<file path="src/rtl/add5x2_operand_packer.sv">
// Collects five 2-bit operands into a packed word for a 5x2 approximate adder
// and accumulates error statistics of the adder result against the exact sum.
module add5x2_operand_packer #(
   parameter int unsigned CNT_W = 16
) (
   input  logic                    clk,
   input  logic                    rst_n,
   input  logic                    in_valid,
   output logic                    in_ready,
   input  logic [1:0]              in_data,
   output logic [9:0]              numin,
   output logic                    pk_valid,
   input  logic                    pk_ready,
   input  logic [3:0]              approx_sum,
   input  logic                    clr,
   output logic signed [4:0]       last_err,
   output logic signed [CNT_W-1:0] err_sum,
   output logic [CNT_W-1:0]        err_cnt,
   output logic [CNT_W-1:0]        word_cnt
);

   // Headroom so base + error can never wrap before the saturation compare.
   localparam int unsigned SW = CNT_W + 6;
   localparam logic signed [SW-1:0] SMAX = {7'b0000000, {(CNT_W-1){1'b1}}};
   localparam logic signed [SW-1:0] SMIN = {7'b1111111, {(CNT_W-1){1'b0}}};

   typedef enum logic {
      COLLECT = 1'b0,
      PRESENT = 1'b1
   } state_t;

   state_t state;
   state_t state_nxt;
   logic [2:0] idx;
   logic accept;
   logic handshake;

   logic [3:0]              exact;
   logic signed [4:0]       err_c;
   logic signed [CNT_W-1:0] sum_base;
   logic signed [SW-1:0]    sum_wide;
   logic signed [CNT_W-1:0] es_nxt;
   logic [CNT_W-1:0]        wc_base;
   logic [CNT_W-1:0]        ec_base;
   logic [CNT_W-1:0]        wc_nxt;
   logic [CNT_W-1:0]        ec_nxt;

   always_ff @(posedge clk) begin
      if (!rst_n) state <= COLLECT;
      else        state <= state_nxt;
   end

   always_comb begin
      state_nxt = state;
      accept    = 1'b0;
      handshake = 1'b0;
      in_ready  = 1'b0;
      pk_valid  = 1'b0;
      case (state)
         COLLECT: begin
            in_ready = 1'b1;
            accept   = in_valid;
            if (in_valid && idx == 3'd4) state_nxt = PRESENT;
         end
         PRESENT: begin
            pk_valid  = 1'b1;
            handshake = pk_ready;
            if (pk_ready) state_nxt = COLLECT;
         end
         default: state_nxt = COLLECT;
      endcase
   end

   // Exact reference sum and signed adder error for the presented word.
   always_comb begin
      exact = 4'(numin[1:0]) + 4'(numin[3:2]) + 4'(numin[5:4])
            + 4'(numin[7:6]) + 4'(numin[9:8]);
      err_c = signed'(5'(approx_sum) - 5'(exact));
   end

   // Next statistics values; clr coincident with a handshake restarts from zero.
   always_comb begin
      sum_base = clr ? '0 : err_sum;
      wc_base  = clr ? '0 : word_cnt;
      ec_base  = clr ? '0 : err_cnt;
      sum_wide = SW'(sum_base) + SW'(err_c);
      if (sum_wide > SMAX)      es_nxt = SMAX[CNT_W-1:0];
      else if (sum_wide < SMIN) es_nxt = SMIN[CNT_W-1:0];
      else                      es_nxt = sum_wide[CNT_W-1:0];
      wc_nxt = (wc_base == '1) ? wc_base : wc_base + CNT_W'(1);
      ec_nxt = (err_c != 5'sd0 && ec_base != '1) ? ec_base + CNT_W'(1) : ec_base;
   end

   always_ff @(posedge clk) begin
      if (!rst_n) begin
         idx      <= 3'd0;
         numin    <= 10'd0;
         last_err <= 5'sd0;
         err_sum  <= '0;
         err_cnt  <= '0;
         word_cnt <= '0;
      end else begin
         if (accept) begin
            numin[{idx, 1'b0} +: 2] <= in_data;
            idx <= (idx == 3'd4) ? 3'd0 : 3'(idx + 3'd1);
         end
         if (handshake) begin
            last_err <= err_c;
            err_sum  <= es_nxt;
            err_cnt  <= ec_nxt;
            word_cnt <= wc_nxt;
         end else if (clr) begin
            last_err <= 5'sd0;
            err_sum  <= '0;
            err_cnt  <= '0;
            word_cnt <= '0;
         end
      end
   end

endmodule

</file>
<file path="config.mk">
export PLATFORM = sky130hd
export DESIGN_NAME = add5x2_operand_packer
export DESIGN_NICKNAME = d
export VERILOG_FILES = /design/src/rtl/add5x2_operand_packer.sv
export SDC_FILE = /design/constraint.sdc
export NUM_CORES = 1
export LEC_CHECK = 0
export CAP_MARGIN = 25
export CELL_PAD_IN_SITES_DETAIL_PLACEMENT = 0
export CELL_PAD_IN_SITES_GLOBAL_PLACEMENT = 1
export CORE_MARGIN = 3
export CORE_UTILIZATION = 36
export DETAILED_ROUTE_END_ITERATION = 10
export PLACE_DENSITY = 0.85
export SYNTH_ARGS = -nofsm -noshare
export SYNTH_HDL_FRONTEND = slang
export SYNTH_SLANG_ARGS = --single-unit
</file>
<file path="constraint.sdc">
create_clock -name clk -period 5.7 [get_ports clk]
set_clock_uncertainty 0.2 [all_clocks]
set_input_delay 0.57 -clock clk [delete_from_list [all_inputs] [get_ports clk]]
set_output_delay 0.57 -clock clk [all_outputs]
set_load 0.05 [all_outputs]
</file>
==> metrics.md <==
| Metric | Value |
|---|---|
| Status | `complete, no violations` |
| VDD IR max | `0.09523 mV` |
| Post-synth top area cell | `dfxtp_1` |
| Worst endpoint required time | `5.76 ns` |
| DR DRC count | `0` |
| Yosys cell types | `55` |
| Total power draw | `0.001257 W` |
| Ys flop type | `dfxtp_1` |
| LEAKAGE | `approximately 2.2 nW` |
| Diode count | `0` |
| Worst Path Class, Setup | `in2reg` |
| Asr flop ratio synth | `0%` |
| Grt ovf | `0` |
| # nets final | `668` |
| EDFF count, synth | `0` |
| Clock sinks | `67` |
| Post-route ant nets | `0` |
| CP Launch Type | `input port` |
| Crit path time final | `roughly 5.4 ns` |
| Top cell type's share of synthesized area | `between 30% and 40%` |
| P&R area growth vs syn | `31.35%` |
| Final Wtd Congestion | `0.8429` |
| First-pass GRT wire length | `19780 um` |
| Slew at the pin closest to its max-slew limit | `0.9822 ns` |
| Post-Synthesis Cell Area | `4469 um2` |
| Most common cell after layout, fill and taps aside | `clkdlybuf4s50_1` |
| Slew headroom | `34.31%` |
| Via density | `around 5.1` |
| Synth warn | `0` |
| Die area | `13790 um2` |
| Crit share post-route | `between 90% and 100%` |
| Post-DP HPWL | `approximately 8700 um` |
| CP Data Arrival Time | `5.45 ns` |
| Seq. cell area | `1341 um2` |
| DIE WIDTH | `117.4 um` |
| Setup Fix Bufs, Post-CTS | `0` |
| Yosys reg bits | `67` |
| Hold Vio Cnt, Final | `0` |
| Post-CTS sizing | `0` |
| Total Routing Usage GR | `17.17%` |
| Fmax achieved | `0.1857 GHz` |
| Sequential element share of the synthesized area | `between 30% and 40%` |
| Routed length per instance | `14.75 um` |
| Cell Count Post-Placement | `779` |
| Max-cap check violation count | `0` |
| Drt total wl | `about 12000 um` |
| DRT iter0 DRCs | `about 290` |
| H-tree levels | `3` |
| Mapped Avg Cell Area | `8.369 um2` |
| TNS Setup | `0 ns` |
| Initial core utilization | `between 30% and 40%` |
| TritonRoute pass-1 iters | `4` |
| Max Slew Vio Count | `0` |
| CTS clk-pin slew, worst paths | `0.06 ns` |
| Top cells by area, synth | `dfxtp_1 (30%), ha_1 (7.3%), nor2b_1 (5.3%)` |
| Synthesized Nets | `580` |
| TritonCTS clock tree | `built` |
| IO buf count | `75` |
| Final setup violation count | `0` |
| Initial antenna violation count | `0` |
| Fill cells | `1176` |
| Skew-Pair Late Insertion Delay | `0.34 ns` |
| Most frequent cells in the layout | `clkdlybuf4s50_1 (75), dfxtp_1 (67), o21ai_0 (44)` |
| Vias | `4094` |
| Hold buffer count at CTS | `0` |
| Vias in the first global route | `about 4100` |
| Pwr Density | `around 210 nW/um2` |
| CP endpoint kind | `register` |
| Site Rows | `40` |
| Mapped Cells | `around 530` |
| Multi-input gate area | `2908 um2` |
| Root buf cell | `clkbuf_16` |
| Worst min path class | `reg2reg` |
| Min Hold Slack | `0.2858 ns` |
| Largest net degree at the start of global routing | `39` |
| Clock Tree Buf Depth | `2` |
| Worst-path fanout max | `10` |
| Finished Layout Cells | `795` |
| Die Height | `117.4 um` |
| Area of the core | `12060 um2` |
| I/O pins | `76` |
| TritonCTS Buffers | `9` |
| Share of cells above drive strength 1 | `8.772%` |
[power breakdown]
part	internal, W	switching [W]
clock network	0.000408	0.000219
registers	0.000471	0.00000245
logic	0.0000643	0.0000920
[metrics by stage]
step                      util [%]  instance area (um2)  setup WS [ns]
after floorplan                  -                 4473         0.1033
after detailed placement     45.82                 5527       -0.03376
after global routing         48.67                 5871        -0.1359
after global placement       45.73                 5515        0.01126
after CTS                    48.62                 5864         0.3118
final                        48.67                 5871         0.3147
[sequential cells by signal (all words and copies together), names as in the netlist]
register and flops:
last_err 5, idx 3, word_cnt 16, numin 10, err_cnt 16, state 1
err_sum 16
[Yosys cell counts, types with 11 or more instances]
cell type / count
dfxtp_1: 67
o21ai_0: 45
a21oi_1: 42
nand2_1: 38
nor2b_1: 38
inv_1: 29
nor2_1: 27
ha_1: 26
xnor2_1: 20
nand3_1: 19
clkbuf_1: 18
mux2i_1: 18
and2_1: 11
nand4_1: 11
[kinds of logic after synthesis]
family	share of synthesized area, %
AOI/OAI and AO/OA	20.21
DFF	30.01
muxes	4.031
adders and majority gates	11.56
buffers and inverters	5.291
and+or+nand+nor	22.65
xor gates and xnor gates	6.243
[path summary, 6_finish.rpt]
| path | from | to | slack [ns] | cells after the start |
|---|---|---|---|---|
| worst max-delay path | approx_sum[1] | err_sum[8] | 0.31 | 20 |
| worst min-delay path | err_cnt[14] | err_cnt[14] | 0.29 | 2 |
| worst max register to register | numin[3] | err_sum[8] | 0.43 | 20 |
| worst min register to register | err_cnt[14] | err_cnt[14] | 0.29 | 2 |
[worst max-delay path: stages]
cell and delay [ns]:
clkdlybuf4s50_1 0.47, fa_1 0.42, fa_1 0.49, inv_1 0.05
fa_1 0.53, inv_1 0.07, ha_1 0.27, a21o_1 0.15
a21o_1 0.20, xnor2_2 0.16, inv_1 0.12, ha_1 0.32
o211ai_1 0.10, o211ai_1 0.27, nand4_1 0.20, a21oi_1 0.28
a2bb2oi_1 0.30, buf_4 0.21, o21ai_0 0.09, a21oi_1 0.17
[routing by layer]
| layer | global-route usage, % | wire length, um | share of wire (%) |
|---|---|---|---|
| met4 | 7.111 | 226 | 1.9 |
| met5 | 0 | 0 | 0 |
| met2 | 28.07 | 5412 | 46 |
| met3 | 3.134 | 430 | 3.7 |
| met1 | 22.36 | 5656 | 48 |
[cell type report]
type	instances	share of cell area [%]
multi-input combinational	412	49.53
sequential	67	22.85
timing repair buffer	103	16.43
clock buffer	11	4.305
tap	168	3.581
inverter	29	1.854
clock inverter	5	1.449
Note: power is estimated with default switching activity, not from simulation.
